--- config.mk ---
export PLATFORM = sky130hd
export DESIGN_NAME = psg_dc_block_flat
export DESIGN_NICKNAME = d
export VERILOG_FILES = /design/src/rtl/psg_pkg.sv /design/src/rtl/psg_dc_block_if.sv /design/src/rtl/psg_ring_ram.sv /design/src/rtl/psg_dc_block.sv /design/src/flat_wrapper.sv
export SDC_FILE = /design/constraint.sdc
export NUM_CORES = 1
export LEC_CHECK = 0
export BUFFER_PORTS_ARGS = -buffer_cell sky130_fd_sc_hd__buf_2
export CAP_MARGIN = 5
export CORE_MARGIN = 10
export CORE_UTILIZATION = 55
export DETAILED_ROUTE_END_ITERATION = 8
export PLACE_DENSITY = 0.74
export SLEW_MARGIN = 20
export SYNTH_ARGS = -nofsm -noshare
export SYNTH_HDL_FRONTEND = slang
export SYNTH_SLANG_ARGS = --single-unit
--- constraint.sdc ---
create_clock -name clk -period 2.2 [get_ports clk]
set_input_delay 0 -clock clk [delete_from_list [all_inputs] [get_ports clk]]
set_output_delay 0 -clock clk [all_outputs]
set_load 0.02 [all_outputs]
--- src/rtl/psg_pkg.sv ---
`default_nettype none
// ============================================================================
//  Module      : psg_pkg
//  Description : Shared constants, types and helpers for the PSG audio path.
//  Revision    : 1.0 - initial release
// ============================================================================
package psg_pkg;

   localparam int PSG_DW    = 10;
   localparam int PSG_OUT_W = 16;

   localparam logic signed [PSG_OUT_W-1:0] SAT_MAX = 16'sh7FFF;
   localparam logic signed [PSG_OUT_W-1:0] SAT_MIN = 16'sh8000;

   // Ring RAM clear sequencer: sweep all entries to zero, then serve normally
   typedef enum logic [0:0] {
      RAM_SWEEP = 1'b0,
      RAM_READY = 1'b1
   } ram_state_t;

   // Clamp a wide signed value into the signed output range
   function automatic logic signed [PSG_OUT_W-1:0] sat_out(input logic signed [31:0] v);
      logic signed [PSG_OUT_W-1:0] r;
      if (v > 32'(SAT_MAX))
         r = SAT_MAX;
      else if (v < 32'(SAT_MIN))
         r = SAT_MIN;
      else
         r = v[PSG_OUT_W-1:0];
      return r;
   endfunction

endpackage
`default_nettype wire

--- src/rtl/psg_dc_block_if.sv ---
`default_nettype none
// ============================================================================
//  Module      : psg_dc_block_if
//  Description : Sample stream into the DC blocker and filtered stream out.
//  Revision    : 1.0 - initial release
// ============================================================================
interface psg_dc_block_if import psg_pkg::*; #(
   parameter int DW = PSG_DW
) ();

   logic                        cen;
   logic [DW-1:0]               din;
   logic signed [PSG_OUT_W-1:0] dout;
   logic                        dout_valid;

   // Producer of raw samples / consumer of filtered samples
   modport master (
      output cen,
      output din,
      input  dout,
      input  dout_valid
   );

   // The DC blocker itself
   modport slave (
      input  cen,
      input  din,
      output dout,
      output dout_valid
   );

endinterface
`default_nettype wire

--- src/rtl/psg_ring_ram.sv ---
`default_nettype none
// ============================================================================
//  Module      : psg_ring_ram
//  Description : 2^AW x DW sample store, read-before-write on one port, with
//                a one-entry-per-cycle clear sweep after reset.
//  Revision    : 1.0 - initial release
// ============================================================================
module psg_ring_ram import psg_pkg::*; #(
   parameter int DW = PSG_DW,
   parameter int AW = 4
) (
   input  wire logic          clk,
   input  wire logic          rst,
   input  wire logic          we,
   input  wire logic [AW-1:0] addr,
   input  wire logic [DW-1:0] wdata,
   output logic      [DW-1:0] rdata
);

   localparam int DEPTH = 1 << AW;

   logic [DW-1:0] mem [DEPTH];
   ram_state_t    state, state_nx;
   logic [AW-1:0] clr_ptr;
   logic          clr_en;
   logic          clr_hit;

   // The writer's pointer never runs ahead of the sweep pointer (both start at
   // zero, the sweep advances every cycle). So the only not-yet-cleared entry
   // a write can touch is the one the sweep is on right now: that read is
   // forced to zero and the sweep skips clearing over the fresh sample.
   assign clr_hit = clr_en && (addr == clr_ptr);

   // Sweep state register
   always_ff @(posedge clk) begin
      if (rst)
         state <= RAM_SWEEP;
      else
         state <= state_nx;
   end

   // Sweep sequencing: walk every entry once, then go idle
   always_comb begin
      state_nx = state;
      clr_en   = 1'b0;
      case (state)
         RAM_SWEEP: begin
            clr_en = 1'b1;
            if (clr_ptr == AW'(DEPTH - 1))
               state_nx = RAM_READY;
         end
         RAM_READY: begin
            state_nx = RAM_READY;
         end
         default: begin
            state_nx = RAM_SWEEP;
         end
      endcase
   end

   // Sweep pointer, held at zero during reset
   always_ff @(posedge clk) begin
      if (rst)
         clr_ptr <= '0;
      else if (clr_en)
         clr_ptr <= clr_ptr + 1'b1;
   end

   // Storage: old value out, new value in, sweep clear on a different entry
   always_ff @(posedge clk) begin
      if (we) begin
         rdata     <= clr_hit ? '0 : mem[addr];
         mem[addr] <= wdata;
      end
      if (clr_en && !(we && clr_hit))
         mem[clr_ptr] <= '0;
   end

endmodule
`default_nettype wire

--- src/rtl/psg_dc_block.sv ---
`default_nettype none
// ============================================================================
//  Module      : psg_dc_block
//  Description : Removes the moving average of the last 2^LOG_WIN samples
//                from the PSG mix, applies gain, saturates to signed 16 bit.
//  Revision    : 1.0 - initial release
// ============================================================================
module psg_dc_block import psg_pkg::*; #(
   parameter int DW         = PSG_DW,
   parameter int LOG_WIN    = 4,
   parameter int GAIN_SHIFT = 5
) (
   input wire logic       clk,
   input wire logic       rst,
   psg_dc_block_if.slave  sif
);

   localparam int SW = DW + LOG_WIN;
   localparam int EW = 32;

   logic [LOG_WIN-1:0]   wp;
   logic                 we;
   logic [DW-1:0]        old;
   logic [DW-1:0]        x1, x2;
   logic                 v1, v2, v3;
   logic [SW-1:0]        sum;
   logic [DW-1:0]        mean;
   logic signed [DW:0]   diff, diff_nx;
   logic signed [EW-1:0] shifted;

   assign we = sif.cen & ~rst;

   psg_ring_ram #(
      .DW (DW),
      .AW (LOG_WIN)
   ) u_ram (
      .clk   (clk),
      .rst   (rst),
      .we    (we),
      .addr  (wp),
      .wdata (sif.din),
      .rdata (old)
   );

   // S1: capture the sample and advance the write pointer (RAM reads old)
   always_ff @(posedge clk) begin
      if (rst) begin
         wp <= '0;
         x1 <= '0;
         v1 <= 1'b0;
      end else begin
         v1 <= sif.cen;
         if (sif.cen) begin
            x1 <= sif.din;
            wp <= wp + 1'b1;
         end
      end
   end

   // S2: running sum swaps the evicted sample for the new one
   always_ff @(posedge clk) begin
      if (rst) begin
         sum <= '0;
         x2  <= '0;
         v2  <= 1'b0;
      end else begin
         v2 <= v1;
         if (v1) begin
            sum <= sum + SW'(x1) - SW'(old);
            x2  <= x1;
         end
      end
   end

   assign mean    = sum[SW-1:LOG_WIN];
   assign diff_nx = $signed({1'b0, x2}) - $signed({1'b0, mean});

   // S3: difference between the sample and the window mean including it
   always_ff @(posedge clk) begin
      if (rst) begin
         diff <= '0;
         v3   <= 1'b0;
      end else begin
         v3 <= v2;
         if (v2)
            diff <= diff_nx;
      end
   end

   assign shifted = $signed({{(EW-DW-1){diff[DW]}}, diff}) <<< GAIN_SHIFT;

   // S4: gain, clamp and present; dout holds between pulses
   always_ff @(posedge clk) begin
      if (rst) begin
         sif.dout       <= '0;
         sif.dout_valid <= 1'b0;
      end else begin
         sif.dout_valid <= v3;
         if (v3)
            sif.dout <= sat_out(shifted);
      end
   end

endmodule
`default_nettype wire

--- src/flat_wrapper.sv ---
// flat-port wrapper written by rule: the top's interface ports become plain ports
module psg_dc_block_flat import psg_pkg::*;
#(
   parameter int DW         = PSG_DW,
   parameter int LOG_WIN    = 4,
   parameter int GAIN_SHIFT = 5
)
  (clk, rst, sif_cen, sif_din, sif_dout, sif_dout_valid);
  psg_dc_block_if #(.DW(DW)) sif_i ();
  input wire logic clk;
  input wire logic rst;
  input wire logic [$bits(sif_i.cen)-1:0] sif_cen;
  input wire logic [$bits(sif_i.din)-1:0] sif_din;
  output wire logic [$bits(sif_i.dout)-1:0] sif_dout;
  output wire logic [$bits(sif_i.dout_valid)-1:0] sif_dout_valid;
  assign sif_i.cen = sif_cen;
  assign sif_i.din = sif_din;
  assign sif_dout = sif_i.dout;
  assign sif_dout_valid = sif_i.dout_valid;
  psg_dc_block #(.DW(DW), .LOG_WIN(LOG_WIN), .GAIN_SHIFT(GAIN_SHIFT)) u_core (.clk(clk), .rst(rst), .sif(sif_i));
endmodule
## Word level (Yosys, flattened, before mapping)

Memories as Yosys holds them, arrays and structs flattened. A register that Yosys moved wholly into a read port is not among the register bits.
Cells that the tools add are included.

- Add/subtract/negate cells: 5
- Bitwise gates (word level): 3
- Eq/ne operators: 2
- Shift operators: 0
- Mux-type cells: 9
- Div/mod/pow operators: 0
- Order comparisons: 2
- $mul: 0
- Reduce and logical (&&, ||, !) cells: 4

Operators by type and width:

| cell | number |
|---|---|
| $mux W16 | 2 |
| $gt A16 B16 Y1 const B | 1 |
| $lt A16 B16 Y1 const B | 1 |
| $add A14 B10 Y14 | 1 |
| $sub A14 B10 Y14 | 1 |
| $sub A10 B10 Y11 | 1 |
| $add A4 B1 Y4 const B | 2 |
| $mux W1 | 6 |
| $eq A4 B4 Y1 | 1 |
| $eq A4 B4 Y1 const B | 1 |
| $logic_and A1 B1 Y1 | 3 |
| $not A1 Y1 | 2 |
| $pmux W1 S2 | 1 |
| $and A1 B1 Y1 | 1 |
| $logic_not A1 Y1 | 1 |

- Word-level logic and storage cells: 38
- Output and inout port bits: 17
- Memory bits (read-only): 0
- Bits in registers: 74
- RAM bits: 160
- Memories kept: 1
- Latch bits: 0

Memories:

| name | words | width | rd ports | clocked after memory_dff | wr ports | line | text |
|---|---|---|---|---|---|---|---|
| u_core.u_ram.mem | 16 | 10 | 1 | 1 | 2 | psg_ring_ram.sv:22 | `logic [DW-1:0] mem [DEPTH];` |

## Depth between registers and ports, before layout

Gate-level depths: netlist of the first run.

- Depth after elaboration: 7
- Depth in mapped cells: 11
- Gate-level depth less buffers: 11

## Modules after synthesis

Synthesis of the first run repeated with hierarchy kept, for this count alone.

- Cells, all modules: 1248
- Area, all modules: 11683.7 µm²

By module, submodules not included:

| module | area each (µm²) | times used | sequential area each (µm²) | cells each |
|---|---|---|---|---|
| psg_ring_ram | 7936.4 | 1 | 3603.5 | 817 |
| psg_dc_block | 3747.3 | 1 | 1281.2 | 431 |

## Worst setup path before layout of the first run

No wires, ideal clock.

- Kind: reg2reg
- Start: register u_core.sum[1]
- End: register u_core.sum[12]
- Data required time: 2.075 ns
- Arrival: 2.269 ns
- Path buffers: 0
- Path slack: -0.194 ns
- Clock period less this slack: 2.394 ns
- Cell stages (with the launch flop): 11
- Path through: dfxtp_1 inv_1 fa_1 inv_1 fa_1 a21oi_1 nand4b_1 nand3_1 a311oi_1 xnor2_1 o21ai_0

- Cells in the longest elaborated chain, start to end: 2

RTL lines:

| what | line | text |
|---|---|---|
| start: declaration | psg_dc_block.sv:26 | `logic [SW-1:0] sum;` |
| start signal: assignment | psg_dc_block.sv:69 | `sum <= sum + SW'(x1) - SW'(old);` |
| $add A14 B10 Y14 | psg_dc_block.sv:69 |  |
| $sub A14 B10 Y14 | psg_dc_block.sv:69 |  |

No other way between the ends.
A chain may end at the register's enable or synchronous reset.

## Final worst setup path of the first run

- Start: register u_core.sum[1]
- End: register u_core.sum[9]

The elaborated chain is that of the path after synthesis.

==> results of run 1 <==
-- cell families after synthesis --
| kind of cell | Yosys count | share of synthesized area, % |
|---|---|---|
| DFF | 239 | 42.44 |
| xor gates and xnor gates | 26 | 1.978 |
| muxes | 222 | 24.74 |
| and+or+nand+nor | 372 | 15.65 |
| buffers and inverters | 126 | 4.870 |
| adders and majority gates | 43 | 5.392 |
| AOI/OAI and AO/OA | 94 | 4.892 |
| other | 1 | 0.03258 |
-- cell type report --
cell class	count	area [µm²]	share of cell area [%]
clock buffers	31	688.2	5.130
well taps	270	337.8	2.518
diodes	2	5.005	0.03731
multi-input cells	762	6342	47.28
repair buffers	95	797.0	5.941
flip-flops and latches	239	4895	36.49
clock inverters	13	140.1	1.045
inverters	56	210.2	1.567
-- stage by stage --
step	std cells	power [µW]
final	1468	11270
after global routing	1466	11710
after CTS	1461	11160
after detailed placement	1403	6786
after global placement	1403	6745
after floorplan	1127	6235
-- state kept, by name (all words and copies together), names as in the netlist --
| signal | flops |
|---|---|
| u_core.wp | 4 |
| u_core.x2 | 10 |
| u_core.v1 | 1 |
| u_core.x1 | 10 |
| u_core.diff | 11 |
| u_core.v2 | 1 |
| u_core.u_ram.clr_ptr | 4 |
| u_core.u_ram.state | 1 |
| u_core.u_ram.rdata | 10 |
| u_core.v3 | 1 |
| u_core.sum | 14 |
| u_core.sif.dout_valid | 1 |
| u_core.u_ram.mem | 160 |
| u_core.sif.dout | 11 |
-- cell usage in the layout (no fill, tap or decap), types with 22 or more instances in the layout --
cell and count:
dfxtp_1 223, nor2_1 200, mux2i_1 172, nand2_1 75, inv_1 52, mux4_2 50
buf_4 50, a21oi_1 39, clkbuf_16 27, buf_2 24, ha_1 22
-- power breakdown --
part / switching, µW / internal, µW / total [µW]
combinational: 1230 / 1090 / 2320
sequential: 133 / 4570 / 4700
clock: 1780 / 2470 / 4250
total: 3140 / 8120 / 11300
-- worst register-to-register path: cells and delay by family (launching register included) --
kind                     cells  cell delay, ns
AO/OA/AOI/OAI                5            0.78
XOR/XNOR                     1            0.14
adder cells (fa/ha/maj)      2            0.77
buffers and inverters        3            0.20
flip-flops                   1            0.33
-- path summary, 6_finish.rpt --
kind	endpoint	slack (ns)	start	cells after the start
max reg2reg	u_core.sum[9]	-0.14	u_core.sum[1]	11
max	u_core.sum[9]	-0.14	u_core.sum[1]	11
min	u_core.u_ram.clr_ptr[1]	0.38	rst	3
min reg2reg	u_core.u_ram.mem[1][2]	0.45	u_core.u_ram.mem[1][2]	2
-- routing by layer --
layer	vias up	share of wire (%)	wire (µm)	global-route usage (%)
li1	3937	-	-	-
met1	3997	42	12220	26.34
met2	226	49	14180	35.84
met3	74	5.1	1480	3.908
met4	0	3.7	1079	8.253
met5	-	0	0	0
-- what timing repair did --
action | 4_1_cts | 5_1_grt
buffers inserted | 2 | 3
hold buffers | 12 | 0
cloned | 0 | 2
pin swaps | 14 | 25
hold endpoints to repair | 118 | 0
gates resized for setup | 22 | 22
endpoints found under the setup margin | 9 | 147
==> qor.yml, run 1 <==
detailed_routing:
  routedWlPerCell_um: 19.73
  drcViolationCount: 0
  ant_nets: 0
  wirelength_mm: 28.96
  first_pass_iters: 6
  viasPerCell: 5.609
  vias: 8234
  drt-initial-drc-count: 493
cts:
  numCtsBuffers: 25
  cts_tree: "built"
  cts_htree_levels: 1
  clkTransAtPathRegs_ns: 0.07
  clockRootBuffer: "clkbuf_16"
  cts_max_path_buffers: 3
  cts_sinks: 239
  clock_latency_ns: 0.54
sta:
  clock_skew_ns: 0.02982
  whs_ns: 0.3765
  rsz0062_at_grt: "true"
  slew_violations: 0
  fin_crit_ns: 2.340
  hold_viol: 0
  fin_tns_setup_ns: -0.8170
  setup_ws_ns: -0.1397
  setup_viol: 9
  slew_headroom_pct: 54.61
  worstMarginPinSlew_ns: 0.6799
  finalCritPeriodShare_pct: 106.4
  fmax_ghz: 0.4274
floorplan:
  rows: 52
  die-area_mm2: 0.02711
  die_w_um: 164.7
  coreArea_mm2: 0.02043
  die_height_um: 164.7
  start_util_pct: 56.34
  ios: 30
final_layout:
  drive_above_1_share_pct: 21.07
  syn2layout_area_growth_pct: 16.56
  final_util_pct: 65.67
  nets: 1235
  fin_area_mm2: 0.01342
  fill_cells: 1593
synth:
  synth_area_leaders: "dfxtp_1, mux2i_1, mux4_2, nor2_1, ha_1"
  ys_types: 55
  synth_common_cells: "dfxtp_1, nor2_1, mux2i_1"
  syn_area_mm2: 0.01151
  ys.flop_type: "dfxtp_1"
  async_flop_share_pct: 0
  synth_top_cell_by_area: "dfxtp_1"
  postSynthCellCount: 1123
  yosysMostFrequentCell: "dfxtp_1"
  avgSynthCellArea_um2: 10.25
  synth_edf_count: 10
  synth-seq-cells: 239
  yosysWarnings: 0
  synth_seq_area_share_pct: 42.44
  synth_top_area_share_pct: 39.83
setup_path:
  crit_path_start_kind: "register"
  timing.critical_path.buf_inv: 3
  crit_type: "reg -> reg"
  path_delay_family: "compound AO/OA/AOI/OAI gates"
  cpMaxStageDelayCell: "fa_1"
  crit_chain: "inv_2 > fa_1 > inv_2 > buf_6 > ha_4 > a211oi_4 > o21ai_4 > a21oi_2 > o21ai_1 > xnor2_1 > o21ai_0"
  critPathMaxFanout: 4
  cp_data_arrival_time_ns: 2.74
  max_stage_delay_ns: 0.55
  required_ns: 2.60
  crit_top_cell: "inv_2"
  worstSetupEndpointType: "register"
power_and_ir_drop:
  ir_drop_uv: 730.6
  p_leak_uw: 0.005180
  powerDensity_mw_per_mm2: 839.9
placement:
  io_buffers: 24
  dpl_cell_area_mm2: 0.01211
  place_congestion: 0.8983
  dp_slack_ns: -0.1823
  dp_hpwl_mm: 18.77
run_status:
  violations: "setup timing"
  status: "finished, violations left"
flow_run:
  max_cap_violations: 0
global_route:
  grt_overflow_total: 0
  first_global_vias: 8370
  antenna_found_initial: 2
  grt_max_degree: 35
  grt_first_pass_wirelength_mm: 45.69
  grt_use_total_pct: 21.20
hold_path:
  hold_path.class: "in -> reg"
Power figures use the tool's default switching activity.
==> run 2, diff against run 1 <==
CORE_ASPECT_RATIO = 0.8   (was unset)
==> run 2 against run 1 <==
The flow still finishes with violations (setup timing). Maximum frequency is 1.6% lower. Cell area is 0.27% higher. Worst setup slack worse by 0.039 ns. Worst hold slack worse by 0.016 ns. Register-to-register slack worse by 0.04 ns. Sequential power hardly changed. Final cell count is 0.20% lower. Combinational power is 8% higher. Largest power group unchanged. Highest routed layer unchanged.
==> qor.yml, run 2 (synthesized netlist as in run 1, its figures left out) <==
run_status:
  status: "finished, violations left"
  violations: "setup timing"
cts:
  cts_htree_levels: 1  # unchanged
  clockRootBuffer: "clkbuf_16"
  cts_tree: "built"
  clock_latency_ns: 0.53  # about the same
  clkTransAtPathRegs_ns: 0.06  # about the same
  numCtsBuffers: 25  # unchanged
  cts_max_path_buffers: 3  # unchanged
  cts_sinks: 239  # unchanged
power_and_ir_drop:
  powerDensity_mw_per_mm2: 849.2  # +1.1%
  switching_share_pct: 28.32  # +0.41 points
  p_comb_share_pct: 22.0  # +1.4 points
  ir_drop_uv: 930.8  # +27%
  internal_power_uw: 8188  # +0.80%
  p_clk_share_pct: 36.9  # -0.8 points
  p_switching_uw: 3235  # +2.9%
  p_seq_share_pct: 41.1  # -0.6 points
  p_total_uw: 11420  # +1.4%
  p_leak_uw: 0.005203  # +0.43%
final_layout:
  n_antenna_cell: 0  # -2
  largest_reg_flops: 160  # unchanged
  syn2layout_area_growth_pct: 16.87
  final_cell_mix: "dfxtp_1, nor2_1, mux2i_1"
  nets: 1234  # -0.081%
  largestRegisters: "u_core.u_ram.mem (160), u_core.sum (14)"
  fill_cells: 1565  # -1.8%
  final_common_cell: "dfxtp_1"
  drive_above_1_share_pct: 21.82  # +0.75 points
  top_register: "u_core.u_ram.mem"
  seq_area_mm2: 0.004897  # about the same
  multi_input_area_mm2: 0.006395  # +0.83%
placement:
  io_buffers: 24  # unchanged
  dp_slack_ns: -0.1805  # +0.001880 ns
  place_congestion: 0.9112  # +1.4%
  dp_hpwl_mm: 19.13  # +1.9%
hold_path:
  hold_path.class: "in -> reg"
global_route:
  first_global_vias: 8099  # -3.2%
  grt_use_total_pct: 20.95  # -0.25 points
  grt_max_degree: 35  # unchanged
  grt_overflow_total: 0  # unchanged
  antenna_found_initial: 0  # -2
  grt_first_pass_wirelength_mm: 45.96  # +0.59%
sta:
  worstMarginPinSlew_ns: 0.7048  # +0.02489 ns
  hold_viol: 0  # unchanged
  slew_violations: 0  # unchanged
  fin_crit_ns: 2.378  # +0.03856 ns
  setup_ws_ns: -0.1783  # -0.03856 ns
  fmax_ghz: 0.4205  # -1.6%
  fin_tns_setup_ns: -0.5759  # +0.2412 ns
  whs_ns: 0.3610  # -0.01554 ns
  slew_headroom_pct: 52.95  # -1.7 points
  setup_viol: 8  # -1
  rsz0062_at_grt: "true"
  finalCritPeriodShare_pct: 108.1  # +1.8 points
  clock_skew_ns: 0.01717  # -0.01265 ns
detailed_routing:
  viasPerCell: 5.747  # +2.5%
  drcViolationCount: 0  # unchanged
  ant_nets: 0  # unchanged
  vias: 8420  # +2.3%
  routedWlPerCell_um: 19.97  # +1.2%
  wirelength_mm: 29.25  # +1.0%
  drt-initial-drc-count: 794  # +61%
  first_pass_iters: 5  # -1
setup_path:
  required_ns: 2.66  # +0.06 ns
  cpMaxStageDelayCell: "fa_1"
  crit_chain: "inv_2 > fa_1 > inv_1 > ha_4 > nand2_2 > nor3b_4 > o31ai_1 > a21oi_1 > o21ai_0 > nand3_1"
  crit_path_start_kind: "register"
  critPathMaxFanout: 4  # unchanged
  max_stage_delay_ns: 0.54  # about the same
  cp_data_arrival_time_ns: 2.84  # +0.10 ns
  worstSetupEndpointType: "register"
  crit_type: "reg -> reg"
floorplan:
  start_util_pct: 55.76  # -0.58 points
  die_height_um: 149.4  # -9.3%
  ios: 30  # unchanged
  rows: 47  # -9.6%
  coreArea_mm2: 0.02064  # +1.0%
  die-area_mm2: 0.02715  # +0.13%
  die_w_um: 181.7  # +10%
flow_run:
  max_cap_violations: 0  # unchanged
-- run 2: cell count changes in the layout (fill, tap and decap cells not counted), moves of 2 or more --
cell	change
diode_2	-2
dfxtp_2	+5
buf_4	-4
a21oi_2	-2
buf_12	+3
clkbuf_16	-2
clkinvlp_4	-3
dfxtp_1	-4
clkbuf_1	+4
-- run 2: routing by layer --
metal | GRT usage [%] | wire (µm) | share of wire [%] | vias up
met5 | 0 | 0 | 0 | -
met4 | 4.060 | 553 | 1.9 | 0
met3 | 3.080 | 2054 | 7.0 | 49
met2 | 32.53 | 13040 | 45 | 312
met1 | 30.46 | 13610 | 47 | 4116
li1 | - | - | - | 3943
-- run 2: area by class of cell --
| type | instances | share of cell area [%] |
|---|---|---|
| flip-flops and latches | 239 | 36.41 |
| clock buffers | 35 | 5.227 |
| multi-input cells | 762 | 47.54 |
| clock inverters | 10 | 0.8278 |
| inverters | 56 | 1.563 |
| well taps | 269 | 2.502 |
| repair buffers | 94 | 5.934 |
-- run 2: worst paths after layout --
path	startpoint	to	cells past startpoint	slack (ns)
max reg2reg	u_core.sum[8]	u_core.sum[13]	10	-0.18
min reg2reg	u_core.sum[9]	u_core.sum[9]	2	0.45
min	rst	u_core.x2[0]	3	0.36
max	u_core.sum[8]	u_core.sum[13]	10	-0.18
-- run 2: repair_timing --
item                       4_1_cts  5_1_grt
setup endpoints to repair       37       85
pin swaps                       24       18
hold endpoints to repair        77        0
setup buffers                    5        0
hold buffers                    13        0
resized for setup               25       36
-- run 2: power by group through the flow --
stage	registers, µW	logic (µW)	clock network [µW]
CTS	4690	2250	4250
global route	4720	2690	4440
global placement	4770	2030	0
finish	4700	2510	4220
floorplan	4740	1490	0
detailed placement	4780	2060	0
-- run 2: through the flow --
stage	utilization (%)	std cells	cell area, µm²
finish	65.17	1465	13450
global route	65.17	1465	13450
CTS	64.30	1465	13270
detailed placement	58.86	1402	12150
global placement	58.86	1402	12150
floorplan	-	1127	11580
-- run 2: worst max-delay path: cells and delay by family (launching register included) --
family | cells | cell delay [ns]
adders and majority gates | 2 | 0.84
AOI/OAI and AO/OA | 3 | 0.54
and+or+nand+nor | 3 | 0.47
DFF | 1 | 0.34
buffers and inverters | 2 | 0.13
==> run 3, diff against run 2 <==
CORE_UTILIZATION = 45   (was 55)
GPL_TIMING_DRIVEN = 0   (was unset)
PLACE_DENSITY = unset   (was 0.74)
TNS_END_PERCENT = 1   (was unset)
==> run 3 against run 2 <==
The run ends with hold timing, setup timing left. Die area increased by 19%. Sequential power about the same. Combinational power decreased by 13%. Clock-buffer cell count increased by 1. Final cell count increased by 3.8%. Worst setup slack got worse by 0.021 ns. Sequential cell count unchanged. Global-route usage decreased by 2.1 points. Largest power group unchanged. Highest routed layer unchanged.
==> qor.yml, run 3 (synthesized netlist as in run 1, its figures left out) <==
final_layout:
  largest_reg_flops: 160  # unchanged
  fin_area_mm2: 0.01330  # -1.2%
  nets: 1234  # unchanged
  fill_cells: 2342  # +50%
  final_common_cell: "dfxtp_1"
  top_register: "u_core.u_ram.mem"
  largestRegisters: "u_core.u_ram.mem (160), u_core.sum (14)"
  fin_cells: 1521  # +3.8%
  syn2layout_area_growth_pct: 15.51
  drive_above_1_share_pct: 17.88  # -3.9 points
  final_cell_mix: "dfxtp_1, nor2_1, mux2i_1"
  n_antenna_cell: 0  # unchanged
global_route:
  gr-usage-met3_pct: 3.497  # +0.42 points
  gr-usage-met1_pct: 29.66  # -0.79 points
  antenna_found_initial: 0  # unchanged
  grt_overflow_total: 0  # unchanged
  grt.busiest_layer: "met1"
  grt_use_total_pct: 18.89  # -2.1 points
  grt_first_pass_wirelength_mm: 47.45  # +3.2%
  grt_max_degree: 17  # -51%
  grt_util_met2_pct: 25.86  # -6.7 points
  first_global_vias: 7840  # -3.2%
power_and_ir_drop:
  p_leak_uw: 0.005021  # -3.5%
  internal_power_uw: 8035  # -1.9%
  ir_drop_uv: 764.9  # -18%
  powerDensity_mw_per_mm2: 845.2  # -0.47%
  p_comb_share_pct: 19.4  # -2.6 points
  p_clk_share_pct: 38.7  # +1.8 points
  p_seq_share_pct: 41.9  # +0.8 points
  switching_share_pct: 28.50  # +0.17 points
  p_switching_uw: 3202  # -1.0%
  p_total_uw: 11240  # -1.6%
hold_path:
  hold_path.class: "in -> reg"
placement:
  dp_hpwl_mm: 22.14  # +16%
  post-place-cells: 1464  # +4.4%
  io_buffers: 13  # -46%
  dpl_cell_area_mm2: 0.01203  # -1.0%
  place_congestion: 0.8645  # -5.1%
flow_run:
  max_cap_violations: 0  # unchanged
sta:
  whs_ns: -0.009735  # -0.3707 ns
  worstMarginPinSlew_ns: 0.8269  # +0.1221 ns
  hold_viol: 5  # +5
  fmax_ghz: 0.4167  # -0.89%
  slew_violations: 0  # unchanged
  fin_crit_ns: 2.400  # +0.02144 ns
  slew_headroom_pct: 44.87  # -8.1 points
  rsz0062_at_grt: "true"
  clock_skew_ns: 0.02731  # +0.01014 ns
  setup_ws_ns: -0.1997  # -0.02144 ns
  setup_viol: 12  # +4
  finalCritPeriodShare_pct: 109.1  # +0.97 points
setup_path:
  critPathMaxFanout: 4  # unchanged
  required_ns: 2.61  # -0.05 ns
  crit_path_start_kind: "register"
  cp_data_arrival_time_ns: 2.81  # -0.03 ns
  worstSetupEndpointType: "register"
  rrSetupSlack_ns: -0.20  # -0.02 ns
  crit_type: "reg -> reg"
cts:
  clockRootBuffer: "clkbuf_16"
  clock_latency_ns: 0.56  # +0.03 ns
  clkTransAtPathRegs_ns: 0.06  # about the same
  cts_sinks: 239  # unchanged
  numCtsBuffers: 26  # +4.0%
  cts_max_path_buffers: 3  # unchanged
  cts_htree_levels: 1  # unchanged
  cts_tree: "built"
detailed_routing:
  routedWlPerCell_um: 20.25  # +1.4%
  ant_nets: 0  # unchanged
  drcViolationCount: 0  # unchanged
  first_pass_iters: 5  # unchanged
  wirelength_mm: 30.80  # +5.3%
  vias: 8175  # -2.9%
  viasPerCell: 5.375  # -6.5%
  drt-initial-drc-count: 763  # -3.9%
run_status:
  violations: "hold timing, setup timing"
  status: "finished, violations left"
floorplan:
  start_util_pct: 45.59  # -10 points
  die_height_um: 163.0  # +9.1%
  rows: 52  # +11%
  ios: 30  # unchanged
  coreArea_mm2: 0.02524  # +22%
  die-area_mm2: 0.03241  # +19%
  die_w_um: 198.8  # +9.4%
## run 3: cell count changes in the layout (fill, tap and decap cells not counted), moves of 4 or more
cell	change
dfxtp_4	+5
buf_1	+7
buf_4	-34
dlygate4sd3_1	-6
dfxtp_2	-4
clkbuf_1	+35
## run 3: cell type report
class	instances	area, µm²	share of cell area (%)
multi-input combinational	762	6304	47.41
buffer	69	446.7	3.360
clock inverter	11	135.1	1.016
clock buffer	36	718.2	5.402
inverter	56	210.2	1.581
timing repair buffer	24	165.2	1.242
sequential	239	4911	36.94
tap	324	405.4	3.049
## run 3: layer usage
metal	part of all wire, %	vias to the layer above
li1	-	3940
met1	52	4010
met2	41	190
met3	5.6	35
met4	1.6	0
met5	0	-
## run 3: timing repair
item                       CTS  global route
hold endpoints to repair    46             0
setup buffers                3             1
pin swaps                   12            14
resized for setup           68            18
gates cloned                 0             0
setup endpoints to repair  111           111
hold buffers                 7             0
## run 3: worst max-delay path, stage by stage, from the launching register on
cell	delay, ns
dfxtp_4	0.39
inv_2	0.04
fa_1	0.48
inv_2	0.05
ha_1	0.31
a211oi_2	0.30
o21ai_2	0.14
a21oi_2	0.17
o21ai_1	0.11
xnor2_1	0.19
o21ai_1	0.08
## run 3: metrics by stage
| stage | worst slack [ns] | setup TNS [ns] | hold slack, ns | util (%) |
|---|---|---|---|---|
| after CTS | -0.2216 | -1.244 | 0.005443 | 52.40 |
| final | -0.1997 | -1.407 | -0.009735 | 52.67 |
| after detailed placement | -0.5020 | -26.00 | 0.3700 | 47.64 |
| after global placement | -0.4882 | -25.38 | 0.3581 | 47.64 |
| after global routing | -0.3081 | -2.905 | 0.01264 | 52.67 |
| after floorplan | -0.06405 | -0.1814 | 0.2967 | - |
## run 3: power by group through the flow
stage | sequential (µW) | clock [µW] | combinational, µW
after detailed placement | 4790 | 0 | 1900
after global placement | 4790 | 0 | 1890
final | 4710 | 4350 | 2180
after CTS | 4700 | 4440 | 2120
after floorplan | 4740 | 0 | 1460
after global routing | 4720 | 4620 | 2380
## run 3: final timing paths
path,start,cells after the start,endpoint
worst max-delay path,u_core.x1[1],10,u_core.sum[9]
worst min-delay path,sif_din[6],3,u_core.x1[6]
worst max register to register,u_core.x1[1],10,u_core.sum[9]
worst min register to register,u_core.u_ram.mem[2][9],2,u_core.u_ram.mem[2][9]
